<file path="config.mk">
export PLATFORM = sky130hd
export DESIGN_NAME = rand_arbiter
export DESIGN_NICKNAME = d
export VERILOG_FILES = /design/src/rtl/rand_arbiter.sv
export SDC_FILE = /design/constraint.sdc
export NUM_CORES = 1
export LEC_CHECK = 0
export ABC_AREA = 1
export BUFFER_PORTS_ARGS = -buffer_cell sky130_fd_sc_hd__clkbuf_2
export CAP_MARGIN = 20
export CORE_MARGIN = 8
export CORE_UTILIZATION = 56
export CTS_CLUSTER_DIAMETER = 200
export DETAILED_ROUTE_END_ITERATION = 8
export PLACE_DENSITY = 0.75
export SLEW_MARGIN = 10
export SYNTH_ARGS = -nofsm -noshare
export SYNTH_HDL_FRONTEND = slang
export SYNTH_SLANG_ARGS = --single-unit
</file>
<file path="constraint.sdc">
create_clock -name clk -period 2.03 [get_ports clk]
set_input_delay 0.3045 -clock clk [delete_from_list [all_inputs] [get_ports clk]]
set_output_delay 0.3045 -clock clk [all_outputs]
set_load 0.05 [all_outputs]
</file>
<file path="src/rtl/rand_arbiter.sv">
// -----------------------------------------------------------------------------
// rand_arbiter
//
// Round-robin arbiter that hands out bytes from one shared 13-bit Fibonacci
// LFSR to up to four game-logic requesters. Every granted draw advances the
// LFSR STEPS times, so each consumer gets a fresh byte. The byte is delivered
// with a one-cycle rvalid strobe and a matching one-hot grant bit.
//
// Optional feature (compile-time macro RAND_SEED_LOAD_EN):
//   adds seed_load/seed_in so the LFSR can be reseeded while IDLE.
//
// Ports:
//   clk        in   1     rising-edge clock
//   resetn     in   1     synchronous, active-low reset
//   req        in   NREQ  per-requester draw request (level)
//   grant      out  NREQ  one-hot, high for the single DONE cycle
//   rdata      out  8     random byte, valid with rvalid, held otherwise
//   rvalid     out  1     one-cycle delivery strobe
//   busy       out  1     high whenever the FSM is not IDLE
//   seed_load  in   1     reseed request (RAND_SEED_LOAD_EN only)
//   seed_in    in   13    reseed value, 0 maps to SEED (RAND_SEED_LOAD_EN only)
// -----------------------------------------------------------------------------
module rand_arbiter #(
    parameter int          NREQ  = 3,
    parameter logic [12:0] SEED  = 13'h0007,
    parameter int          STEPS = 8
) (
    input  logic            clk,
    input  logic            resetn,
    input  logic [NREQ-1:0] req,
    output logic [NREQ-1:0] grant,
    output logic [7:0]      rdata,
    output logic            rvalid,
    output logic            busy
`ifdef RAND_SEED_LOAD_EN
    ,
    input  logic            seed_load,
    input  logic [12:0]     seed_in
`endif
);

    localparam int PW = (NREQ > 2) ? 2 : 1;

    typedef enum logic [1:0] {
        IDLE,
        SHIFT,
        DONE
    } state_t;

    state_t          state;
    state_t          state_next;
    logic [12:0]     r;
    logic [12:0]     r_shifted;
    logic [PW-1:0]   rr_ptr;
    logic [PW-1:0]   sel;
    logic [PW-1:0]   pick;
    logic            pick_valid;
    logic [3:0]      cnt;
    logic            seed_go;
    logic [12:0]     seed_value;

    // Fibonacci step: shift left, feedback taps 12,3,2,0 enter at bit 0.
    assign r_shifted = {r[11:0], r[12] ^ r[3] ^ r[2] ^ r[0]};

`ifdef RAND_SEED_LOAD_EN
    assign seed_go    = seed_load;
    assign seed_value = (seed_in == 13'd0) ? SEED : seed_in;
`else
    assign seed_go    = 1'b0;
    assign seed_value = SEED;
`endif

    // Round-robin search: first set req bit starting at rr_ptr+1, wrapping.
    always_comb begin
        // NOTE: every combinational output gets a default first so no path
        // leaves it unassigned, which would otherwise infer a latch.
        pick       = '0;
        pick_valid = 1'b0;
        for (int i = 1; i <= NREQ; i++) begin
            int idx;
            idx = int'(rr_ptr) + i;
            if (idx >= NREQ) idx = idx - NREQ;
            if (!pick_valid && req[idx]) begin
                pick       = PW'(idx);
                pick_valid = 1'b1;
            end
        end
    end

    // FSM state register.
    always_ff @(posedge clk) begin
        // NOTE: state and datapath registers use non-blocking assignments so
        // every register samples pre-edge values regardless of block order.
        if (!resetn) state <= IDLE;
        else         state <= state_next;
    end

    // FSM next-state logic. A seed load in IDLE defers arbitration one cycle.
    always_comb begin
        state_next = state;
        unique case (state)
            IDLE:  if (!seed_go && pick_valid) state_next = SHIFT;
            SHIFT: if (cnt == 4'(STEPS - 1))   state_next = DONE;
            DONE:  state_next = IDLE;
            default: state_next = IDLE;
        endcase
    end

    // Datapath: LFSR, pointer, selected requester, step counter, output byte.
    always_ff @(posedge clk) begin
        if (!resetn) begin
            // NOTE: reset is synchronous and overrides everything, so a draw in
            // flight is dropped without any strobe.
            r      <= SEED;
            rr_ptr <= PW'(NREQ - 1);
            sel    <= '0;
            cnt    <= '0;
            rdata  <= 8'h00;
        end else begin
            unique case (state)
                IDLE: begin
                    if (seed_go) begin
                        r <= seed_value;
                    end else if (pick_valid) begin
                        sel    <= pick;
                        rr_ptr <= pick;
                        cnt    <= '0;
                    end
                end
                SHIFT: begin
                    r   <= r_shifted;
                    cnt <= cnt + 4'd1;
                    if (cnt == 4'(STEPS - 1)) rdata <= r_shifted[7:0];
                end
                default: ;
            endcase
        end
    end

    // Outputs decode from registered state only; no path from req.
    always_comb begin
        grant = '0;
        if (state == DONE) grant[sel] = 1'b1;
    end

    assign rvalid = (state == DONE);
    assign busy   = (state != IDLE);

endmodule

</file>
==> results by stage <==
Run status:
- The run finished with clean final reports.

Cells and area:
- In the final layout, the share of cells above drive strength 1 is about 22%.
- The repair_antennas step left the layout with diodes totalling 0.
- Fill cells in the final layout number ~230.
- The area of all sequential standard cells is 602 sq um.
- The growth of design area from synthesis to finish is 12.7%.
- The number of nets in the finished design is 215.
- In the final layout, the multi-input gates occupy 693 sq um.
- The final standard cell count with taps included and fillers excluded is roughly 240.
- The library cells used most frequently in the layout, excluding fill and tap cells, are sky130_fd_sc_hd__nand2_1, sky130_fd_sc_hd__dfxtp_1, sky130_fd_sc_hd__o21ai_0.

Yosys:
- The synthesized netlist occupies a cell area of ~0.0014 sq mm.
- Dividing the synthesized area by the synthesized cell count gives 7.51 sq um.
- The Yosys step of the flow raised 0 warnings.
- The share of the Yosys chip area taken by registers is a little over two fifths.
- Counting every net in the synthesized netlist gives 194.
- The count of mapped cells out of synthesis is between 150 and 200.
- Counting distinct cell types in the post-synthesis netlist gives 23.
- The number of synthesized register bits is 30.

Setup path:
- The number of buffer and inverter stages on the critical path is 2.
- The cell family contributing the most delay on the critical path is simple AND/OR/NAND/NOR gates.
- The category of the worst setup path capture point is a flop.
- The slowest cell on the critical path is sky130_fd_sc_hd__ha_2.
- STA classifies the critical path startpoint as a flop.
- For this run, the slowest stage of the critical path takes approximately 0.45 ns.
- Along the worst path, the maximum fanout reaches 10.
- The data arrival time of the worst path is a little over 2 ns.
- Walking the worst path, the cells encountered are inv_2 > ha_2 > inv_4 > nand2_2 > nand3_2 > nand2_4 > nand2_4 > nand2_4 > nand2_4 > nor2_4 > nand2_1 > a21oi_1.
- By instance count, the cell type seen most on the critical path is sky130_fd_sc_hd__nand2_4.
- The worst setup path is of the flop to flop kind.
- STA puts the critical path data required time at approximately 2.3 ns.

STA:
- The setup skew after layout is 0.00749 ns.
- Dividing the final minimum period by the clock period gives 87.7%.
- The fmax is around 560 MHz.
- The final total negative setup slack is 0 ns.
- The relative slew slack is ~77%.
- Setup repair after global routing left no endpoint under its margin.
- For the pin with the worst max-slew slack, the measured transition is about 0.34 ns.
- The number of pins with negative max-slew slack in the final report is 0.
- For the finished layout, the period the worst path requires is 1.78 ns.
- The count of final hold-check violations is 0.
- The final-report setup violation count is 0.

CTS:
- The tree is rooted in a sky130_fd_sc_hd__clkbuf_4.
- The number of buffers on the longest clock path is 2.
- The CTS buffer count is 5.
- The clock latency on the worst-skew pair is 0.32 ns.
- The clock edge transition at the registers on the reported setup and hold paths is 0.09 ns.
- The tree built by TritonCTS fans out to 30 sinks.
- The clock tree synthesis step divided the H-tree into 2 levels.
- The CTS tree is built.

Routing:
- The via density per instance is 5.29.
- The routed length per placed instance is approximately 12 microns.
- After detailed routing, the number of remaining DRC violations is 0.
- The violation count after the first detailed-route iteration is slightly above 60.
- For this block, the routed nets add up to ~2.8 mm of wire.
- The total number of vias is approximately 1.2k.
- The final antenna-violating net count is 0.
- The number of iterations in the first detailed-routing pass is 4.

Power:
- The clock network is responsible for 14.1% of the overall power.
- The power after layout is approximately 0.0022 W.
- In this run the static leakage power is 0.731 nW.
- Of the total power, combinational logic draws roughly 47%.
- The sequential power share is 38.8%.
- The switching component of the power is 0.000981 W.
- The switching portion of total power is between 40% and 50%.
- The largest voltage drop on the vdd net is approximately 0.94 mV.
- Cell internal power was estimated by the tool at approximately 0.0012 W.
- The total power density per cell area is around 1400 mW/mm^2.

Global routing:
- The maximum number of pins on one net before global-route repair is 23.
- The global-route track usage on met3 is 6.10%.
- The via count of the first global-routing pass came to 1101.
- Summed over all layers, the global routing overflow is 0.
- After global routing, the most crowded layer is met2.
- The initial antenna violation count is 0.
- Global routing consumed, over all layers together, 14.7% of the routing resources.
- The met1 layer usage reported by global route is 17.0%.
- The met2 routing resource usage after global routing is 23.1%.
- The global-route wire length before repair is roughly 5.0 mm.

Floorplan:
- The total area inside the core boundary comes to 0.00241 sq mm.
- The width of the die is 65.8 microns.
- Measured along the y axis, the die boundary spans about 66 microns.
- 18 I/O pins were placed.
- The die covers between 0.004 and 0.005 sq mm.
- The effective utilization at floorplan is slightly below 60%.
- The floorplan has 18 rows.

Placement:
- The half-perimeter wire length of the detailed placement result is 2.17 mm.
- The number of instances in the placed design is roughly 230.
- The congestion estimate from routability-driven global placement came to just over 0.9.
- In this run the tool buffered the top-level ports with 17 buffer cells.

Flow run:
- The max-capacitance violation count is 0.

Worst hold path:
- The path class of the tightest hold or removal check is input pin to flop.
cells by family after synthesis:
family | after synthesis | share of synthesized area [%]
DFF | 30 | 43.2
AOI/OAI and AO/OA | 38 | 14.4
buffers and inverters | 27 | 8.11
and+or+nand+nor | 82 | 28.1
adders and majority gates | 4 | 3.60
xor gates and xnor gates | 4 | 2.52
cells in the mapped netlist:
cell	instances	share of area, %
sky130_fd_sc_hd__a21oi_1	14	5.0
sky130_fd_sc_hd__buf_2	1	0.36
sky130_fd_sc_hd__buf_6	1	0.81
sky130_fd_sc_hd__clkbuf_1	3	0.81
sky130_fd_sc_hd__dfxtp_1	30	43
sky130_fd_sc_hd__ha_1	4	3.6
sky130_fd_sc_hd__inv_1	18	4.9
sky130_fd_sc_hd__inv_2	3	0.81
sky130_fd_sc_hd__inv_4	1	0.45
sky130_fd_sc_hd__nand2_1	29	7.8
sky130_fd_sc_hd__nand2_2	3	1.4
sky130_fd_sc_hd__nand2_4	4	3.2
sky130_fd_sc_hd__nand3_1	19	6.8
sky130_fd_sc_hd__nand3_2	1	0.72
sky130_fd_sc_hd__nand4_1	1	0.45
sky130_fd_sc_hd__nor2_1	21	5.7
sky130_fd_sc_hd__nor2_2	1	0.45
sky130_fd_sc_hd__nor2_4	1	0.81
sky130_fd_sc_hd__nor3_1	2	0.72
sky130_fd_sc_hd__o211ai_1	3	1.6
sky130_fd_sc_hd__o21a_1	1	0.54
sky130_fd_sc_hd__o21ai_0	20	7.2
sky130_fd_sc_hd__xnor2_1	4	2.5
power groups by stage:
stage	Clock (W)	Combinational (W)	Sequential (W)
after floorplan	0	0.000893	0.000834
after global placement	0	0.00100	0.000854
after detailed placement	0	0.00104	0.000867
after CTS	0.000321	0.00104	0.000854
after global routing	0.000351	0.00118	0.000880
final	0.000312	0.00104	0.000857
per-stage QoR:
stage	setup slack (ns)	cell area [sq um]	util [%]	hold WS, ns
final	0.250	1570	65.0	0.390
after global routing	0.0743	1570	65.0	0.400
after CTS	0.0717	1560	64.8	0.368
after detailed placement	0.103	1510	62.8	0.454
after global placement	0.188	1510	62.8	0.445
after floorplan	0.0886	1400	-	0.430
worst reg2reg max path, delay by kind of cell, from the launching register on:
kind                     cells  cell delay, ns
AO/OA/AOI/OAI                1            0.12
adder cells (fa/ha/maj)      1            0.45
buffers and inverters        2            0.16
flip-flops                   1            0.39
AND/OR/NAND/NOR              8            0.59
path summary, 6_finish.rpt:
kind / start / depth (start not counted) / slack [ns] / endpoint
max reg2reg: rr_ptr[0] / 12 / 0.25 / cnt[1]
min: resetn / 3 / 0.39 / cnt[3]
min reg2reg: r[5] / 2 / 0.47 / rdata[6]
max: rr_ptr[0] / 12 / 0.25 / cnt[1]
layer usage:
| metal | share of wire (%) | wire length [microns] | up-vias |
|---|---|---|---|
| li1 | - | - | 640 |
| met1 | 45 | 1270 | 571 |
| met2 | 47 | 1340 | 31 |
| met3 | 6.3 | 180 | 7 |
| met4 | 2.1 | 61 | 0 |
| met5 | 0 | 0 | - |
flip-flops by register name, summed over array words and instances (netlist names):
signal,count
rr_ptr,2
cnt,4
r,13
rdata,8
sel,1
state,2
timing repair:
action	CTS	global route
resized for setup	0	2
setup buffers	0	0
setup endpoints to repair	0	7
hold endpoints to repair	0	0
hold buffers	0	0
area by class of cell:
cell class                 instances  area share [%]
clock buffer                       5            2.40
clock inverter                     2           0.639
inverter                          22            5.44
multi-input combinational        128            44.3
sequential                        30            38.4
tap                               30            2.40
timing repair buffer              19            6.39
No activity file was read; power rests on OpenSTA's default activity.
